### src/rtl/spi_pkg.sv
// Shared definitions for the SPI-domain blocks.
//   spi_state_e      : frame state of a slave word engine (IDLE / ACTIVE).
//   SYNC_STAGES_DEF  : default depth of the input synchroniser chains.
package spi_pkg;

    typedef enum logic {
        IDLE   = 1'b0,
        ACTIVE = 1'b1
    } spi_state_e;

    localparam int SYNC_STAGES_DEF = 2;

endpackage

### src/rtl/spi_slave_rx_if.sv
// Word-level handshake between the SPI slave engine and its consumer.
//   rx_data  : last completed received word (slave -> master)
//   rx_valid : rx_data holds an unconsumed word (slave -> master)
//   rx_ready : consumer accepts rx_data on a clk edge with rx_valid=1
//   tx_data  : reply word, sampled at each tx load point (master -> slave)
//   tx_taken : one-cycle pulse when tx_data was captured (slave -> master)
interface spi_slave_rx_if #(
    parameter int DATA_W = 8
) ();

    logic [DATA_W-1:0] rx_data;
    logic              rx_valid;
    logic              rx_ready;
    logic [DATA_W-1:0] tx_data;
    logic              tx_taken;

    modport slave (
        output rx_data,
        output rx_valid,
        input  rx_ready,
        input  tx_data,
        output tx_taken
    );

    modport master (
        input  rx_data,
        input  rx_valid,
        output rx_ready,
        output tx_data,
        input  tx_taken
    );

endinterface

### src/rtl/spi_sync_edge.sv
// Synchroniser plus rise/fall detector for one asynchronous SPI pin.
//   clk, rst_n : system clock, synchronous active-low reset
//   async_in   : raw pin
//   level      : synchronised pin level
//   rise, fall : single-cycle edge indications (combinational from flops)
// RST_VAL sets the idle level the chain and history flop reset to.
module spi_sync_edge
    import spi_pkg::*;
#(
    parameter int   STAGES  = SYNC_STAGES_DEF,
    parameter logic RST_VAL = 1'b0
) (
    input  logic clk,
    input  logic rst_n,
    input  logic async_in,
    output logic level,
    output logic rise,
    output logic fall
);

    logic [STAGES-1:0] sync_q, sync_d;
    logic              hist_q, hist_d;

    always_comb begin
        sync_d = {sync_q[STAGES-2:0], async_in};
        hist_d = sync_q[STAGES-1];
    end

    always_ff @(posedge clk) begin
        if (!rst_n) begin
            sync_q <= {STAGES{RST_VAL}};
            hist_q <= RST_VAL;
        end else begin
            sync_q <= sync_d;
            hist_q <= hist_d;
        end
    end

    assign level = sync_q[STAGES-1];
    assign rise  = ~hist_q & level;
    assign fall  = hist_q & ~level;

endmodule

### src/rtl/spi_slave_rx.sv
// SPI mode-0 slave word engine.
// Oversamples SCK/MOSI/CS_N, assembles MSB-first words from MOSI, hands each
// completed word to a valid/ready consumer and shifts a reply word out on MISO.
//   clk, rst_n    : system clock, synchronous active-low reset
//   SCK/MOSI/CS_N : asynchronous SPI pins from the master
//   MISO          : reply bit, 0 outside a frame
//   bus           : rx_data/rx_valid/rx_ready/tx_data/tx_taken handshake
//   frame_active  : frame in progress
//   frame_err     : pulse, CS_N released with a partial word
//   rx_overrun    : pulse, completed word dropped because rx_data unconsumed
module spi_slave_rx
    import spi_pkg::*;
#(
    parameter int DATA_W      = 8,
    parameter int SYNC_STAGES = SYNC_STAGES_DEF
) (
    input  logic                 clk,
    input  logic                 rst_n,
    input  logic                 SCK,
    input  logic                 MOSI,
    input  logic                 CS_N,
    output logic                 MISO,
    spi_slave_rx_if.slave        bus,
    output logic                 frame_active,
    output logic                 frame_err,
    output logic                 rx_overrun
);

    localparam int CNT_W = $clog2(DATA_W + 1);
    localparam logic [CNT_W-1:0] LAST_BIT = CNT_W'(DATA_W - 1);

    logic sck_level_unused, sck_rise, sck_fall;
    logic mosi_level, mosi_rise_unused, mosi_fall_unused;
    logic cs_level, cs_rise, cs_fall;

    spi_sync_edge #(.STAGES(SYNC_STAGES), .RST_VAL(1'b0)) u_sck (
        .clk(clk), .rst_n(rst_n), .async_in(SCK),
        .level(sck_level_unused), .rise(sck_rise), .fall(sck_fall)
    );

    spi_sync_edge #(.STAGES(SYNC_STAGES), .RST_VAL(1'b0)) u_mosi (
        .clk(clk), .rst_n(rst_n), .async_in(MOSI),
        .level(mosi_level), .rise(mosi_rise_unused), .fall(mosi_fall_unused)
    );

    spi_sync_edge #(.STAGES(SYNC_STAGES), .RST_VAL(1'b1)) u_cs (
        .clk(clk), .rst_n(rst_n), .async_in(CS_N),
        .level(cs_level), .rise(cs_rise), .fall(cs_fall)
    );

    spi_state_e        state_q, state_d;
    logic [CNT_W-1:0]  bit_cnt_q, bit_cnt_d;
    logic [DATA_W-1:0] rx_shreg_q, rx_shreg_d;
    logic [DATA_W-1:0] tx_shreg_q, tx_shreg_d;
    logic [DATA_W-1:0] rx_data_q, rx_data_d;
    logic              rx_valid_q, rx_valid_d;
    logic              word_seen_q, word_seen_d;
    logic              tx_taken_q, tx_taken_d;
    logic              frame_err_q, frame_err_d;
    logic              rx_overrun_q, rx_overrun_d;
    // Reset loads the CS_N chain with 1, so a pin held low would look like a
    // fall once the chain flushes. settle_q marks when the chain carries real
    // pin data; a frame may only start after CS_N has been seen high since.
    logic [SYNC_STAGES:0] settle_q, settle_d;
    logic              armed_q, armed_d;
    logic              complete;
    logic [DATA_W-1:0] new_word;

    always_comb begin
        state_d      = state_q;
        bit_cnt_d    = bit_cnt_q;
        rx_shreg_d   = rx_shreg_q;
        tx_shreg_d   = tx_shreg_q;
        rx_data_d    = rx_data_q;
        rx_valid_d   = rx_valid_q;
        word_seen_d  = word_seen_q;
        tx_taken_d   = 1'b0;
        frame_err_d  = 1'b0;
        rx_overrun_d = 1'b0;
        settle_d     = {settle_q[SYNC_STAGES-1:0], 1'b1};
        armed_d      = armed_q | (settle_q[SYNC_STAGES] & cs_level);
        complete     = 1'b0;
        new_word     = {rx_shreg_q[DATA_W-2:0], mosi_level};

        if (rx_valid_q && bus.rx_ready) begin
            rx_valid_d = 1'b0;
        end

        case (state_q)
            IDLE: begin
                bit_cnt_d = '0;
                if (cs_fall && armed_q) begin
                    tx_shreg_d  = bus.tx_data;
                    tx_taken_d  = 1'b1;
                    rx_shreg_d  = '0;
                    word_seen_d = 1'b0;
                    state_d     = ACTIVE;
                end
            end
            ACTIVE: begin
                if (sck_rise) begin
                    rx_shreg_d = new_word;
                    if (bit_cnt_q == LAST_BIT) begin
                        complete    = 1'b1;
                        bit_cnt_d   = '0;
                        word_seen_d = 1'b1;
                    end else begin
                        bit_cnt_d = bit_cnt_q + CNT_W'(1);
                    end
                end else if (sck_fall) begin
                    if (bit_cnt_q != '0) begin
                        tx_shreg_d = {tx_shreg_q[DATA_W-2:0], 1'b0};
                    end else if (word_seen_q) begin
                        // Word boundary: next reply word goes out from here.
                        tx_shreg_d = bus.tx_data;
                        tx_taken_d = 1'b1;
                    end
                end
                // A word finishing in the same cycle CS_N rises still counts.
                if (cs_rise) begin
                    state_d     = IDLE;
                    bit_cnt_d   = '0;
                    rx_shreg_d  = '0;
                    word_seen_d = 1'b0;
                    if ((bit_cnt_q != '0) && !complete) begin
                        frame_err_d = 1'b1;
                    end
                end
            end
            default: state_d = IDLE;
        endcase

        if (complete) begin
            if (rx_valid_q && !bus.rx_ready) begin
                rx_overrun_d = 1'b1;
            end else begin
                rx_data_d  = new_word;
                rx_valid_d = 1'b1;
            end
        end
    end

    always_ff @(posedge clk) begin
        if (!rst_n) begin
            state_q      <= IDLE;
            bit_cnt_q    <= '0;
            rx_shreg_q   <= '0;
            tx_shreg_q   <= '0;
            rx_data_q    <= '0;
            rx_valid_q   <= 1'b0;
            word_seen_q  <= 1'b0;
            tx_taken_q   <= 1'b0;
            frame_err_q  <= 1'b0;
            rx_overrun_q <= 1'b0;
            settle_q     <= '0;
            armed_q      <= 1'b0;
        end else begin
            state_q      <= state_d;
            bit_cnt_q    <= bit_cnt_d;
            rx_shreg_q   <= rx_shreg_d;
            tx_shreg_q   <= tx_shreg_d;
            rx_data_q    <= rx_data_d;
            rx_valid_q   <= rx_valid_d;
            word_seen_q  <= word_seen_d;
            tx_taken_q   <= tx_taken_d;
            frame_err_q  <= frame_err_d;
            rx_overrun_q <= rx_overrun_d;
            settle_q     <= settle_d;
            armed_q      <= armed_d;
        end
    end

    assign frame_active = (state_q == ACTIVE);
    assign MISO         = (state_q == ACTIVE) & tx_shreg_q[DATA_W-1];
    assign bus.rx_data  = rx_data_q;
    assign bus.rx_valid = rx_valid_q;
    assign bus.tx_taken = tx_taken_q;
    assign frame_err    = frame_err_q;
    assign rx_overrun   = rx_overrun_q;

endmodule

### src/flat_wrapper.sv
// flat-port wrapper written by rule: the top's interface ports become plain ports
module spi_slave_rx_flat import spi_pkg::*;
#(
    parameter int DATA_W      = 8,
    parameter int SYNC_STAGES = SYNC_STAGES_DEF
)
  (clk, rst_n, SCK, MOSI, CS_N, MISO, frame_active, frame_err, rx_overrun, bus_rx_data, bus_rx_valid, bus_rx_ready, bus_tx_data, bus_tx_taken);
  spi_slave_rx_if #(.DATA_W(DATA_W)) bus_i ();
  input  logic clk;
  input  logic rst_n;
  input  logic SCK;
  input  logic MOSI;
  input  logic CS_N;
  output logic MISO;
  output logic frame_active;
  output logic frame_err;
  output logic rx_overrun;
  output wire logic [$bits(bus_i.rx_data)-1:0] bus_rx_data;
  output wire logic [$bits(bus_i.rx_valid)-1:0] bus_rx_valid;
  input wire logic [$bits(bus_i.rx_ready)-1:0] bus_rx_ready;
  input wire logic [$bits(bus_i.tx_data)-1:0] bus_tx_data;
  output wire logic [$bits(bus_i.tx_taken)-1:0] bus_tx_taken;
  assign bus_rx_data = bus_i.rx_data;
  assign bus_rx_valid = bus_i.rx_valid;
  assign bus_i.rx_ready = bus_rx_ready;
  assign bus_i.tx_data = bus_tx_data;
  assign bus_tx_taken = bus_i.tx_taken;
  spi_slave_rx #(.DATA_W(DATA_W), .SYNC_STAGES(SYNC_STAGES)) u_core (.clk(clk), .rst_n(rst_n), .SCK(SCK), .MOSI(MOSI), .CS_N(CS_N), .MISO(MISO), .bus(bus_i), .frame_active(frame_active), .frame_err(frame_err), .rx_overrun(rx_overrun));
endmodule
### config.mk
export PLATFORM = sky130hd
export DESIGN_NAME = spi_slave_rx_flat
export DESIGN_NICKNAME = d
export VERILOG_FILES = /design/src/rtl/spi_pkg.sv /design/src/rtl/spi_slave_rx_if.sv /design/src/rtl/spi_sync_edge.sv /design/src/rtl/spi_slave_rx.sv /design/src/flat_wrapper.sv
export SDC_FILE = /design/constraint.sdc
export NUM_CORES = 1
export LEC_CHECK = 0
export CORE_ASPECT_RATIO = 0.6
export CORE_UTILIZATION = 56
export CTS_CLUSTER_DIAMETER = 40
export DETAILED_ROUTE_END_ITERATION = 6
export PLACE_DENSITY = 0.79
export SYNTH_ARGS = -nofsm -noshare
export SYNTH_HDL_FRONTEND = slang
export SYNTH_SLANG_ARGS = --single-unit
### constraint.sdc
create_clock -name clk -period 4.74 [get_ports clk]
set_input_delay 1.185 -clock clk [delete_from_list [all_inputs] [get_ports clk]]
set_output_delay 1.185 -clock clk [all_outputs]
set_load 0.01 [all_outputs]
Word level (Yosys, flattened, before mapping)
Index checks and enable logic that the tools add are counted.
{"block": "word_totals", "elab_cells": 89, "output_inout_bits": 14, "regBits": 45, "input_bits": 14}
{"block": "classes", "n_reduce_logical": 13, "addsub": 1, "n_bitwise": 13, "n_eq_ne": 7, "mux": 37}
{"cell": "two-way mux 8 bit", "count": 5}
{"cell": "two-way mux 7 bit", "count": 3}
{"cell": "two-way mux 1 bit", "count": 20}
{"cell": "case mux 8 bit (2 select lines)", "count": 1}
{"cell": "case mux 7 bit (2 select lines)", "count": 1}
{"cell": "two-way mux 4 bit", "count": 3}
{"cell": "case mux 4 bit (2 select lines)", "count": 1}
{"cell": "bitwise AND 1 bit", "count": 6}
{"cell": "NOT 1 bit", "count": 6}
{"cell": "case mux 1 bit (2 select lines)", "count": 3}
{"cell": "AND reduction 2 bit", "count": 3}
{"cell": "AND reduction 3 bit", "count": 2}
{"cell": "adder 4 x 1 -> 4 bit, second input constant", "count": 1}
{"cell": "== test 4 x 3 -> 1 bit, second input constant", "count": 1}
{"cell": "logical AND 1 bit", "count": 4}
{"cell": "!= test 2 x 1 -> 1 bit, second input constant", "count": 2}
{"cell": "AND reduction 4 bit", "count": 1}
{"cell": "nonzero test 4 bit", "count": 1}
{"cell": "!= test 3 x 1 -> 1 bit, second input constant", "count": 1}
{"cell": "!= test 3 x 2 -> 1 bit, second input constant", "count": 1}
{"cell": "!= test 3 bit, second input constant", "count": 1}
{"cell": "logical NOT 1 bit", "count": 2}
{"cell": "!= test 2 bit, second input constant", "count": 1}
{"cell": "OR 1 bit", "count": 1}

Logic depth before layout (Yosys ltp)
Gate-level depths: netlist (run 1).
{"block": "logic_depth", "ltp_word": 7, "mapped_depth": 7, "depth_no_buf": 6}

Hierarchy
Synthesis (run 1) repeated with hierarchy kept, for this count alone.
{"block": "unflattened", "cells_unflattened": 194, "area_unflattened_um2": 1886.8}
{"module": "spi_slave_rx", "area_each_um2": 1612.8, "n_inst": 1, "seq_area_each_um2": 740.7, "cells_each": 170}
{"module": "spi_sync_edge", "area_each_um2": 91.3, "n_inst": 3, "seq_area_each_um2": 60.1, "cells_each": 8}

Worst setup path before layout (run 1)
No wires, ideal clock.
{"block": "synth_path", "kind": "input to register", "startpoint": "input rst_n", "endpoint": "register u_core.bit_cnt_q[0]", "setup_slack_ns": 2.690, "t_arrival_ns": 1.980, "t_required_ns": 4.669, "setup_time_ns": 0.071, "stages": 4, "n_path_buf": 2, "path_cell_list": "clkbuf_1 clkbuf_1 nand3_1 a21oi_1"}
{"element": "start: declaration", "line_no": "flat_wrapper.sv:10", "source": "input logic rst_n;"}
{"element": "end signal: assignment", "line_no": "spi_slave_rx.sv:159", "source": "bit_cnt_q <= bit_cnt_d;"}
{"element": "end: declaration", "line_no": "spi_slave_rx.sv:52", "source": "logic [CNT_W-1:0] bit_cnt_q, bit_cnt_d;"}

Worst setup path in the final report (run 1)
{"block": "layout_path", "startpoint": "register u_core.state_q (netlist: u_core.frame_active)", "endpoint": "output MISO"}
{"block": "layout_between", "elab_chain_cells": 1}
{"element": "start: declaration", "line_no": "spi_slave_rx.sv:51", "source": "spi_state_e state_q, state_d;"}
{"element": "start signal: assignment", "line_no": "spi_slave_rx.sv:158", "source": "state_q <= state_d;"}
{"element": "bitwise AND 1 bit", "line_no": "spi_slave_rx.sv:174", "source": "assign MISO = (state_q == ACTIVE) & tx_shreg_q[DATA_W-1];"}
{"element": "end: declaration", "line_no": "flat_wrapper.sv:14", "source": "output logic MISO;"}
No other way between the ends.

==> metrics.csv, run 1 <==
metric;value;unit
cts_setup_buffers;0;
syn_area;0.001750;mm²
relSlewSlack;50.39;%
dpl.hpwl;2338;µm
synthesis.nets;197;
netlist.area_leader.share;51.47;%
p_per_area;302.0;mW/mm²
grt.met1_usage;31.15;%
synthArstFlopShare;0;%
rrSetupSlack;2.92;ns
root_buffer;clkbuf_8;
critPathMaxStageDelay;0.56;ns
fin_crit;2.776;ns
setup_tns;0;ns
yosys_register_bits;45;
drt-total-wl;3421;µm
cp_max_fo;12;
path_class;register to output port;
vias_per_cell;5.437;
crit_arrival;1.59;ns
num_io_pins;28;
synth_top_area_cell;dfxtp_1;
status;finished, final reports clean;
synth.area.top_cells;dfxtp_1 (51%), nand2_1 (5.4%), o21ai_0 (5.1%), mux2i_1 (4.6%), a2bb2oi_1 (3.5%);
cts_tree;done;
vias;1343;
die_y;45.31;µm
grt_max_degree;34;
r2r_end;u_core.bus.rx_data[5];
start_util;59.79;%
ctsHoldBuffers;0;
ys_types;33;
crit_chain;and2_1 > clkdlybuf4s50_1;
required;3.56;ns
cts_buffer_depth;2;
area_growth;19.80;%
cp_slowest_cell;dfxtp_1;
leakage;0.8279;nW
num-fill-cells;233;
drive_above_1_share;5.366;%
drc;0;
hold_class;register to register;
antenna_found_initial;0;
finalCritPeriodShare;58.56;%
grt_setup_unrepaired;no;
gp_congestion;0.8175;
core;0.002928;mm²
clk_latency;0.29;ns
synth-main-ff-cell;dfxtp_1;
hold_violations;0;
met2_usage;32.36;%
grt_overflow_total;0;
cts_htree_levels;2;
startpoint_type;register;
syn_area_per_cell;9.671;µm²
fin_nets;222;
die_x;74.18;µm
routedWlPerCell;13.85;µm
synth_edf_count;0;
yosysSeqAreaShare;51.47;%
numCtsBuffers;5;
fp-row-count;15;
antenna_left;0;
antenna_cells;0;
fin_skew;0.004455;ns
grt_busiest_layer;met2;
timing.hold.ws;0.4220;ns
setup_viol;0;
synthCells;181;
cts.sinks;45;
cts_resized;0;
grt_usage;22.29;%
cap_violations;0;
grt_pass1_vias;1151;
tightest_slew;0.7410;ns
utilization;71.62;%
min_path_cells;1;
setup.worst_path.start;u_core.frame_active;
drv_slew;0;
grt_pass1_wl;5395;µm
r2r_cells;4;
holdPathEnd;u_core.u_cs.sync_q[1];
port_buffers;27;
met3_usage;7.143;%
worstHoldStart;u_core.u_cs.sync_q[0];
clkTransAtPathRegs;0.08;ns
ys_warn_count;0;
ir_drop;0.0001869;V
dieArea;0.003361;mm²
first_pass_iters;4;
drt_iter0_markers;83;
fmax;360.3;MHz
r2r_start;u_core.bit_cnt_q[0];
endpoint_kind;output port;
[registers in the layout, indices dropped and copies added, names as in the netlist, 2 cells and up]
signal / flops
u_core.u_cs.sync_q: 2
u_core.u_sck.sync_q: 2
u_core.u_mosi.sync_q: 2
u_core.bus.rx_data: 8
u_core.rx_shreg_q: 7
u_core.settle_q: 3
u_core.tx_shreg_q: 8
u_core.bit_cnt_q: 4
[where the power goes]
part | internal, mW | leakage (nW) | switching (mW)
registers | 0.384 | 0.365 | 0.00408
clock network | 0.0971 | 0.0399 | 0.119
logic | 0.0165 | 0.423 | 0.0125
[final cells by class]
class                           count  area (µm²)  share of cell area [%]
Clock buffer                        5       68.82                   3.282
Inverter                            2       7.507                  0.3580
Tap cell                           42       52.55                   2.506
Timing Repair Buffer               28       277.8                   13.25
Clock inverter                      1       5.005                  0.2387
Sequential cell                    45       900.9                   42.96
Multi-Input combinational cell    124       784.5                   37.41
[how the worst max path moves through the flow]
stage                                 to  cells after the start  slack, ns
floorplan            u_core.bit_cnt_q[0]                      4       2.69
global placement    u_core.rx_shreg_q[4]                      5       1.93
detailed placement  u_core.rx_shreg_q[2]                      5       1.84
CTS                                 MISO                      2       1.95
global route                        MISO                      2       1.86
finish                              MISO                      2       1.96
[through the flow]
step                setup WS, ns  instance area, µm²  total power, mW  cells
detailed placement         1.839                2023           0.4257    241
global route               1.860                2097           0.6601    247
CTS                        1.951                2097           0.6369    247
global placement           1.931                2023           0.4248    241
finish                     1.964                2097           0.6334    247
floorplan                  2.690                1750           0.4110    181
[cell families (layout without fill, tap and decap cells)]
| group | Yosys count | count (layout) | synth area share (%) |
|---|---|---|---|
| AND/OR/NAND/NOR | 72 | 72 | 23.37 |
| AO/OA/AOI/OAI | 41 | 41 | 14.94 |
| adder cells (fa/ha/maj) | 2 | 2 | 1.429 |
| flip-flops | 45 | 45 | 51.47 |
| buffers and inverters | 12 | 36 | 3.717 |
| multiplexers | 8 | 8 | 4.575 |
| XOR/XNOR | 1 | 1 | 0.5004 |
[cell usage in the layout (no fill, tap or decap), types with 6 or more instances in the layout]
master	Yosys	layout
a21oi_1	11	11
a2bb2oi_1	7	7
and2_1	9	9
clkdlybuf4s50_1	0	27
dfxtp_1	45	45
mux2i_1	8	8
nand2_1	25	25
nand2b_1	6	6
nand3_1	12	12
o21ai_0	18	18
[critical path, delay by kind of cell (launching register included)]
family                 cells  cell delay, ns
flip-flops                 1            0.56
AND/OR/NAND/NOR            1            0.21
buffers and inverters      1            0.53
[synth_stat cells, drive strengths merged, types with 3 or more instances]
cell type / n
dfxtp: 45
nand2: 25
o21ai: 18
nand3: 12
a21oi: 11
and2: 9
mux2i: 8
a2bb2oi: 7
clkbuf: 6
nand2b: 6
nor2: 5
buf: 4
and3: 3
nor2b: 3
[metal layers]
layer | vias to the layer above | routed length, µm
met1 | 613 | 1737
met2 | 48 | 1411
li1 | 673 | -
met5 | - | 0
met3 | 9 | 212
met4 | 0 | 59
Power figures use the tool's default switching activity.
==> run 2: changes to the inputs <==
- CORE_UTILIZATION: 56 -> 47
- PLACE_DENSITY: 0.79 -> 0.7
- clock period: 4.74 -> 2.3 ns (I/O delays scaled with it)
==> run 2 against run 1 <==
  * Critical path depth is the same
  * Sequential cell count unchanged
  * Worst hold slack worse by 0.012 ns
  * Combinational power rose by 110%
  * Count of clock-buffer cells in the layout unchanged
  * Largest power group unchanged
  * Sequential share of layout area fell by 0.53 points
  * Die area grew 18%
  * Clock power grew 100%
  * First-iteration DRC count fell by 46%
  * Clock skew is 0.0019 ns higher
  * Utilization down 9.2 points
==> metrics.csv, run 2 (same netlist as run 1, synthesis figures left out) <==
metric;value;unit
setup_tns;0;ns
fin_nets;225;
vias_per_cell;4.988;
multi_input_area;784.5;µm²
drc;0;
r2r_cells;6;
endpoint_kind;output port;
grt_max_degree;30;
vias;1262;
drive_above_1_share;6.731;%
layout_common_cells;dfxtp_1 (45), clkdlybuf4s50_1 (27), nand2_1 (25);
ctsHoldBuffers;0;
leakage;0.8436;nW
first_pass_iters;4;
timing.hold.ws;0.4096;ns
critPathMaxStageDelay;0.55;ns
start_util;51.43;%
fp-row-count;16;
num-fill-cells;293;
seq_area;900.9;µm²
final.setup.worst_slack;0.3619;ns
root_buffer;clkbuf_8;
min_path_cells;1;
cts_htree_levels;2;
fin_area;0.002123;mm²
crit_chain;buf_4 > clkdlybuf4s50_1;
hold_violations;0;
r2r_start;u_core.bit_cnt_q[0];
drv_slew;0;
status;finished, final reports clean;
grt_setup_unrepaired;no;
fin_skew;0.006367;ns
setup.worst_path.start;u_core.frame_active;
final_common_cell;dfxtp_1;
antenna_left;0;
ir_drop;0.0003838;V
cts.sinks;45;
clk_latency;0.28;ns
routedWlPerCell;12.40;µm
fin_crit;1.938;ns
dieArea;0.003980;mm²
core;0.003403;mm²
grt_overflow_total;0;
relSlewSlack;61.98;%
worstHoldStart;u_core.u_cs.sync_q[0];
crit_arrival;1.36;ns
grt_pass1_wl;5409;µm
cts_resized;0;
cts_buffer_depth;2;
area_growth;21.30;%
drt-total-wl;3137;µm
cp_max_fo;10;
finalCritPeriodShare;84.27;%
cp_slowest_cell;clkdlybuf4s50_1;
clkTransAtPathRegs;0.07;ns
cap_violations;0;
cts_setup_buffers;0;
antenna_found_initial;0;
gp_congestion;0.8448;
dp_slack;0.4092;ns
grt_usage;18.03;%
num_io_pins;28;
p_per_area;608.0;mW/mm²
cp_num_cells;2;
drt_iter0_markers;45;
cts_tree;done;
startpoint_type;register;
tightest_slew;0.5625;ns
die_y;49.27;µm
power;1.291;mW
numCtsBuffers;5;
postPlaceCellArea;0.002049;mm²
path_class;register to output port;
path_delay_family;buffers and inverters;
setup_viol;0;
hold_class;register to register;
path_buf_inv;2;
dpl.hpwl;2258;µm
die_x;80.79;µm
required;1.73;ns
port_buffers;27;
antenna_cells;0;
fmax;516.0;MHz
grt_pass1_vias;1215;
==> run 2: cell types whose count changed in the layout (fill, tap and decap cells not counted) <==
| cell | previous run | this run |
|---|---|---|
| buf_4 | 1 | 4 |
==> run 2: stage by stage <==
step,instances,util [%]
3_5_place_dp,247,60.22
2_1_floorplan,181,-
4_1_cts,253,62.39
6_report,253,62.39
5_1_grt,253,62.39
3_3_place_gp,247,60.22
==> run 2: path summary, 6_finish.rpt <==
path	slack (ns)	to
hold / removal	0.41	u_core.u_cs.sync_q[1]
setup / recovery	0.36	frame_active
hold reg to reg	0.41	u_core.u_cs.sync_q[1]
setup reg to reg	0.56	u_core.tx_shreg_q[3]
==> run 2: layout make-up <==
cell class | count | area share, %
Clock buffer | 5 | 3.241
Clock inverter | 1 | 0.2357
Inverter | 2 | 0.3536
Multi-Input combinational cell | 124 | 36.95
Sequential cell | 45 | 42.43
Tap cell | 45 | 2.652
Timing Repair Buffer | 31 | 14.14
==> run 2: power by group <==
part	total [mW]	switching [mW]	internal (mW)
Clock	0.431	0.231	0.200
Sequential	0.799	0.00768	0.792
Combinational	0.0608	0.0255	0.0353
Total	1.29	0.264	1.03
==> run 2: per-layer routing <==
metal	part of all wire [%]	global-route usage, %	vias up
met5	0	0	-
li1	-	-	679
met3	6.2	5.047	2
met4	0.26	6.250	0
met2	38	25.42	33
met1	56	26.04	548
==> run 2: worst reg2reg max path: stages (launching register included) <==
cell and delay [ns]:
dfxtp_1 0.34, inv_1 0.08, ha_1 0.15, nor3b_1 0.22, nand2b_1 0.45, mux2i_1 0.26, a21oi_1 0.09
